### src/rtl/pb_debounce_sel.sv
// Push-button conditioner: 2-FF synchronizer, debounce FSM, press/release strobes,
// toggling mux select and a wrapping press counter.
module pb_debounce_sel #(
    parameter int unsigned DEBOUNCE_CYCLES = 500000,
    parameter bit          ACTIVE_LOW      = 1'b1,
    parameter logic        SEL_INIT        = 1'b0,
    parameter int unsigned CNT_W           = 8
) (
    input  logic             clk,
    input  logic             rst_n,
    input  logic             pb_raw,
    output logic             pb_level,
    output logic             press_pulse,
    output logic             release_pulse,
    output logic             sel,
    output logic [CNT_W-1:0] press_count
);

    localparam int unsigned     DB_W         = $clog2(DEBOUNCE_CYCLES);
    localparam logic [DB_W-1:0] DB_LAST      = DB_W'(DEBOUNCE_CYCLES - 1);
    localparam logic            RAW_RELEASED = ACTIVE_LOW;

    typedef enum logic [1:0] {
        IDLE     = 2'd0,
        DB_PRESS = 2'd1,
        HELD     = 2'd2,
        DB_REL   = 2'd3
    } state_e;

    logic             sync1_q, sync2_q;
    logic             pressed_c;
    state_e           state_q, state_d;
    logic [DB_W-1:0]  cnt_q, cnt_d;
    logic             level_q, level_d;
    logic             press_q, press_d;
    logic             release_q, release_d;
    logic             sel_q, sel_d;
    logic [CNT_W-1:0] count_q, count_d;

    // Polarity-normalised synchronized button: 1 = pressed
    assign pressed_c = sync2_q ^ ACTIVE_LOW;

    always_ff @(posedge clk) begin
        if (!rst_n) begin
            sync1_q   <= RAW_RELEASED;
            sync2_q   <= RAW_RELEASED;
            state_q   <= IDLE;
            cnt_q     <= '0;
            level_q   <= 1'b0;
            press_q   <= 1'b0;
            release_q <= 1'b0;
            sel_q     <= SEL_INIT;
            count_q   <= '0;
        end else begin
            sync1_q   <= pb_raw;
            sync2_q   <= sync1_q;
            state_q   <= state_d;
            cnt_q     <= cnt_d;
            level_q   <= level_d;
            press_q   <= press_d;
            release_q <= release_d;
            sel_q     <= sel_d;
            count_q   <= count_d;
        end
    end

    always_comb begin
        state_d   = state_q;
        cnt_d     = cnt_q;
        level_d   = level_q;
        press_d   = 1'b0;
        release_d = 1'b0;
        sel_d     = sel_q;
        count_d   = count_q;
        case (state_q)
            IDLE: begin
                if (pressed_c) begin
                    state_d = DB_PRESS;
                    cnt_d   = '0;
                end
            end
            DB_PRESS: begin
                if (!pressed_c) begin
                    state_d = IDLE;
                    cnt_d   = '0;
                end else if (cnt_q == DB_LAST) begin
                    state_d = HELD;
                    cnt_d   = '0;
                    level_d = 1'b1;
                    press_d = 1'b1;
                    sel_d   = ~sel_q;
                    count_d = count_q + CNT_W'(1);
                end else begin
                    cnt_d = cnt_q + DB_W'(1);
                end
            end
            HELD: begin
                if (!pressed_c) begin
                    state_d = DB_REL;
                    cnt_d   = '0;
                end
            end
            DB_REL: begin
                if (pressed_c) begin
                    state_d = HELD;
                    cnt_d   = '0;
                end else if (cnt_q == DB_LAST) begin
                    state_d   = IDLE;
                    cnt_d     = '0;
                    level_d   = 1'b0;
                    release_d = 1'b1;
                end else begin
                    cnt_d = cnt_q + DB_W'(1);
                end
            end
            default: begin
                state_d = IDLE;
                cnt_d   = '0;
            end
        endcase
    end

    assign pb_level      = level_q;
    assign press_pulse   = press_q;
    assign release_pulse = release_q;
    assign sel           = sel_q;
    assign press_count   = count_q;

endmodule
### config.mk
export PLATFORM = sky130hd
export DESIGN_NAME = pb_debounce_sel
export DESIGN_NICKNAME = d
export VERILOG_FILES = /design/src/rtl/pb_debounce_sel.sv
export SDC_FILE = /design/constraint.sdc
export NUM_CORES = 1
export LEC_CHECK = 0
export ABC_CLOCK_PERIOD_IN_PS = 1800
export CAP_MARGIN = 20
export CORE_MARGIN = 2
export CORE_UTILIZATION = 40
export CTS_CLUSTER_DIAMETER = 50
export CTS_CLUSTER_SIZE = 20
export DETAILED_ROUTE_END_ITERATION = 12
export DONT_BUFFER_PORTS = 1
export GPL_TIMING_DRIVEN = 0
export HOLD_SLACK_MARGIN = 0.12
export PLACE_DENSITY_LB_ADDON = 0.08
export SYNTH_ARGS = -nofsm -noshare
export SYNTH_HDL_FRONTEND = slang
export SYNTH_SLANG_ARGS = --single-unit
### constraint.sdc
create_clock -name clk -period 1.8 [get_ports clk]
set_input_delay 0.36 -clock clk [delete_from_list [all_inputs] [get_ports clk]]
set_output_delay 0.36 -clock clk [all_outputs]
set_load 0.005 [all_outputs]
* Word-level counts from Yosys, hierarchy flattened
Index checks and enable logic that the tools add are counted.
W data, S select, Z words.
** Storage, ports and cells
- Flip-flop bits (word level) :: 35
- Bits of input ports :: 3
- Output and inout port bits :: 12
- Word-level logic and storage cells :: 54
** Cells by class
- Add/subtract/negate cells :: 2
- Equality and inequality tests :: 12
- Multiplexer cells :: 19
- Bitwise gates (word level) :: 4
- Reductions and logical operators :: 8
** Operators with widths (number)
- $mux W19 :: 5
- $pmux W19 S4 :: 1
- $add A19 B1 Y19 const B :: 1
- $eq A19 B19 Y1 const B :: 1
- $mux W2 :: 6
- $ne A2 B2 Y1 const B :: 6
- $add A8 B1 Y8 const B :: 1
- $pmux W2 S4 :: 1
- $ne A3 B3 Y1 const B :: 2
- $reduce_and A3 Y1 :: 2
- $mux W1 :: 5
- $reduce_and A5 Y1 :: 1
- $eq A2 B2 Y1 const B :: 2
- $not A1 Y1 :: 4
- $reduce_and A4 Y1 :: 1
- $reduce_or A3 Y1 :: 1
- $eq A2 B1 Y1 const B :: 1
- $logic_not A2 Y1 :: 1
- $pmux W1 S2 :: 1
- $reduce_and A2 Y1 :: 1
- $reduce_bool A2 Y1 :: 1

* Depth between registers and ports, before layout
- Word-level depth :: 4
- Depth in mapped cells :: 7
- Mapped depth without buffers :: 6

* Least setup slack after synthesis
OpenSTA, ideal clock, no wires.
- Path type :: reg2reg
- Start point :: register cnt_q[0]
- End point :: register cnt_q[9]
- Setup time :: 0.114 ns
- Arrival time :: 1.832 ns
- Data required time :: 1.686 ns
- Path slack :: -0.146 ns
- Stages on the path, launching flop included :: 8
- Path buffers :: 1
- Period minus slack after synthesis :: 1.946 ns
- Cells stage by stage :: dfxtp_1 > ha_1 > nand4_4 > nor4_1 > a21o_2 > buf_4 > o21ai_0 > a21o_1
** Between the ends
- Longest elaborated chain between the ends :: 4
- Elaborated cells on any way between the ends :: 6
- Classes of those cells :: add/sub: 1; eq/ne: 1; mux: 4
** RTL lines
- start: declaration :: RTL line 33 : logic [DB_W-1:0] cnt_q, cnt_d;
- start signal: assignment :: RTL line 58 : cnt_q <= cnt_d;
- $add A19 B1 Y19 or $eq A19 B19 Y1 (tied branches)
- $mux W19 * :: RTL line 86, 107
- $mux W19 (on tied branches) :: RTL line 104, 83
- $pmux W19 S4 * :: RTL line 75 : case (state_q)
Every way passes the cells marked *; elsewhere a longest branch is shown, timed or not.
A chain may end at the register's enable or synchronous reset.

* Final worst setup path
- Start point :: register cnt_q[1]
- End point :: register cnt_q[14]
Same word-level chain as after synthesis.

==> flow_summary.rst <==
.. list-table::
   :header-rows: 1

   * - Metric
     - Value
   * - Run status
     - finished with violations
   * - Violations in the final reports
     - setup timing
   * - Setup violations, final
     - 13
   * - Worst max-slew margin expressed relative to the limit
     - 68.0%
   * - Power density cells
     - 597 mW/mm^2
   * - Dominant cells by area after synthesis
     - sky130_fd_sc_hd__dfxtp_1 41%, sky130_fd_sc_hd__a21oi_1 4.1%, sky130_fd_sc_hd__nand3_1 4.1%
   * - Violation count after the first detailed-route iteration
     - 76
   * - Parity-gate share of the synthesized area counting xor and xnor cells
     - 3.05%
   * - Max FO, Critical Path
     - 6
   * - Sequential Area
     - 722 sq um
   * - Delay of the slowest cell on the worst path
     - 350 ps
   * - Logic gate share of total power
     - 4.1%
   * - Worst setup path class
     - reg2reg
   * - Number of warnings reported in the yosys synthesis log
     - 0
   * - Synth-to-layout area growth
     - 36.3%
   * - Sink count of the clock tree
     - 35
   * - P_leak
     - 0.836 nW
   * - Source-to-sink clock delay at the later pin of the worst-skew pair
     - 290 ps
   * - Cell internal pwr
     - 1.07 mW
   * - Initial cell density of the core
     - 42.4%
   * - Total congestion overflow after global routing
     - 0
   * - CTS Buffer Depth
     - 2
   * - Maximum operating frequency
     - 0.534 GHz
   * - Cell Count Post-Placement
     - 251
   * - Estimated wirelength of the detail-placed design
     - 2850 microns
   * - Count of inserted antenna diode cells
     - 0
   * - Synthesized area per cell
     - 8.56 sq um
   * - Count of antenna-violating nets left after detailed routing
     - 0
   * - Clock root buffer master
     - sky130_fd_sc_hd__clkbuf_8
   * - Final worst path period share
     - 104%
   * - Max H-tree Level
     - 2
   * - Final hold violations
     - 0
   * - Final net count
     - 243
   * - Largest net degree at the start of global routing
     - 11
   * - Count leader, synth
     - sky130_fd_sc_hd__dfxtp_1
   * - Endpoint class of the critical path
     - register
   * - EDFF count, synth
     - 0
   * - Clock tree from TritonCTS
     - yes
   * - Overall via count from detail_route
     - 1667
   * - Primary FF master, synth
     - sky130_fd_sc_hd__dfxtp_1
   * - Setup slack after layout
     - -73.2 ps
   * - Fraction of layout cells with a size suffix above 1
     - 37.7%
   * - Routed via count divided by cell count
     - 5.77
   * - Worst setup SP type
     - register
   * - Die Outline Area
     - 0.00484 sq mm
   * - Sequential fraction of the synthesis area
     - 40.7%
   * - Portion of total power attributed to sequential cells
     - 55.8%
   * - Pins Over Slew Limit
     - 0
   * - Clock power share
     - 40.1%
   * - Compound-Gate Fraction of Synth Area
     - 16.4%
   * - Height of the chip
     - 69.6 microns
   * - Critical-path cell with the highest stage delay
     - sky130_fd_sc_hd__dfxtp_2
   * - RSZ-0062 raised after global routing
     - yes
   * - Number of buffers added by the clock tree synthesis step
     - 5
   * - Post-place setup slack
     - -367 ps
   * - Number of violations of the max-capacitance limit
     - 0
   * - Post-synth net total
     - 206
   * - I/O pin count
     - 15
   * - Fraction of the mapped netlist area in simple logic gates
     - 31.6%
   * - Clock skew
     - 3.21 ps
   * - Cells after synthesis
     - 201
   * - Overall Global Routing Usage
     - 18.4%
   * - Actual slew at the worst max-slew pin
     - 480 ps
   * - Last weighted congestion value of the routability-driven placer
     - 0.852
   * - Core region area
     - 0.00406 sq mm
   * - Register bit count reported by yosys
     - 35
   * - Vias in the first global route
     - 1522
   * - Most used standard cells in the synthesized netlist
     - 35 x sky130_fd_sc_hd__dfxtp_1, 15 x sky130_fd_sc_hd__nand2_1
   * - Tmin final
     - 1870 ps
   * - Area taken by multi-input logic gates
     - 0.00114 sq mm
   * - Drt pass-1 iters
     - 4
   * - Final WL
     - 4610 microns
   * - Type of the worst min-delay path
     - in2reg
   * - DRC violations left
     - 0
   * - Fraction of registers with async set/reset
     - 0%
   * - Arithmetic-cell share of the synthesized area counting full adders, half adders and majority gates
     - 1.45%
   * - Worst-path clk slew
     - 70 ps
   * - Maximum ir drop on the vdd rail
     - 0.300 mV
   * - Post-CTS Hold Buffers
     - 0
   * - Number of placement rows
     - 23
   * - Antenna violations before repair
     - 0
   * - Average wire per standard cell
     - 15.9 microns
   * - Switching share of power
     - 23.5%
   * - Fillcell total
     - 355
   * - Req. time, crit path
     - 1980 ps
   * - Largest family of logic cells by synthesized area
     - simple AND/OR/NAND/NOR gates
   * - Count of input and output buffers
     - 0
   * - Width of the die
     - 69.6 microns
   * - Sequence of cells on the critical path
     - ha_4 -> nand4_4 -> buf_6 -> nor4_4 -> buf_4 -> a21oi_4 -> and2_4 -> mux2_4
   * - Switch Pwr
     - 0.329 mW
   * - Area of the mapped netlist
     - 0.00172 sq mm
   * - Cell variety after synth
     - 46
   * - Share of Yosys cell area claimed by the top area cell type
     - 40.7%
   * - CP arrival
     - 2050 ps
   * - Share of cell area taken by muxes after synthesis
     - 1.82%
   * - Count of placed standard cells in the final layout, fillers left out
     - 289
   * - Global-route wire length before repair
     - 7170 microns
   * - Top cell type by total area after synthesis
     - sky130_fd_sc_hd__dfxtp_1
-- stage by stage --
step           power, mW  utilization [%]  TNS, ps  hold WS (ps)  instance area (sq um)
6_report            1.40             57.8     -429           142                   2340
5_1_grt             1.46             57.8    -2370           131                   2340
4_1_cts             1.40             51.0     -217           137                   2070
3_5_place_dp       0.843             44.2    -6230           394                   1790
3_3_place_gp       0.841             44.2    -5000           389                   1790
2_1_floorplan      0.831                -    -28.6           386                   1730
-- logic make-up (layout without fill, tap and decap cells) --
logic type / count (synthesis) / count (layout)
AO/OA/AOI/OAI: 46 / 46
XOR/XNOR: 6 / 6
adder cells (fa/ha/maj): 2 / 2
buffers and inverters: 17 / 55
flip-flops: 35 / 35
multiplexers: 3 / 3
AND/OR/NAND/NOR: 92 / 92
-- final cells by class --
cell class	count	share of cell area (%)
multi-input combinational	149	48.7
tap	50	2.67
sequential	35	30.8
clock inverter	1	0.213
buffer	5	1.92
inverter	11	1.76
clock buffer	7	3.26
timing repair buffer	31	10.7
-- cells in the final DEF, fill, tap and decap left out, types with 3 or more instances in the layout --
cell	Yosys	final
sky130_fd_sc_hd__dfxtp_2	0	11
sky130_fd_sc_hd__o21ai_1	0	4
sky130_fd_sc_hd__nand3_1	14	11
sky130_fd_sc_hd__or4_1	4	4
sky130_fd_sc_hd__clkbuf_1	2	3
sky130_fd_sc_hd__nor3_1	5	3
sky130_fd_sc_hd__or3_1	6	6
sky130_fd_sc_hd__nand2_1	15	15
sky130_fd_sc_hd__buf_4	1	26
sky130_fd_sc_hd__nor4_1	6	3
sky130_fd_sc_hd__nand4_1	6	6
sky130_fd_sc_hd__clkbuf_8	1	6
sky130_fd_sc_hd__o21ai_0	14	9
sky130_fd_sc_hd__nor2_1	14	14
sky130_fd_sc_hd__nor3b_1	4	3
sky130_fd_sc_hd__a21oi_2	0	3
sky130_fd_sc_hd__a21o_1	3	3
sky130_fd_sc_hd__buf_6	1	7
sky130_fd_sc_hd__dfxtp_1	35	22
sky130_fd_sc_hd__and2_1	3	3
sky130_fd_sc_hd__inv_1	11	11
sky130_fd_sc_hd__a21oi_1	14	9
sky130_fd_sc_hd__o31ai_1	4	4
-- state kept, by name, indices dropped and copies added, names as in the netlist, named ones only --
name and cells:
sync1_q 1, press_pulse 1, press_count 8, state_q 1, release_pulse 1, cnt_q 19
sync2_q 1, sel 1, pb_level 1
-- what timing repair did --
item                       CTS  global route
setup buffers               13            17
gates cloned                 0             1
pin swaps                   10            21
gates resized for setup     25            44
setup endpoints to repair   27            27
-- layer usage --
layer  track usage [%]  routed length, microns  up-vias
li1                  -                       -      809
met1              22.4                    1960      798
met2              31.1                    2330       49
met3              4.80                     226       11
met4              6.75                      99        0
met5                 0                       0        -
-- power by group through the flow --
stage	clock [mW]	combinational [mW]	sequential [mW]
6_report	0.562	0.0581	0.781
5_1_grt	0.611	0.0634	0.781
4_1_cts	0.570	0.0459	0.780
3_5_place_dp	0	0.0429	0.800
3_3_place_gp	0	0.0408	0.800
2_1_floorplan	0	0.0314	0.800
-- final timing paths --
path | startpoint | to | slack, ps | cells after the start
worst min register to register | sync1_q | sync2_q | 410 | 1
worst min-delay path | rst_n | sync1_q | 140 | 1
worst max register to register | cnt_q[1] | cnt_q[14] | -70 | 8
worst max-delay path | cnt_q[1] | cnt_q[14] | -70 | 8
-- critical path: cells and delay by family (launching register included) --
kind            cells  cell delay (ps)
simple gates        3              580
buf+inv             2              340
fa+ha+maj           1              150
mux                 1              250
flops               1              350
compound gates      1               90
No activity file was read; power rests on OpenSTA's default activity.
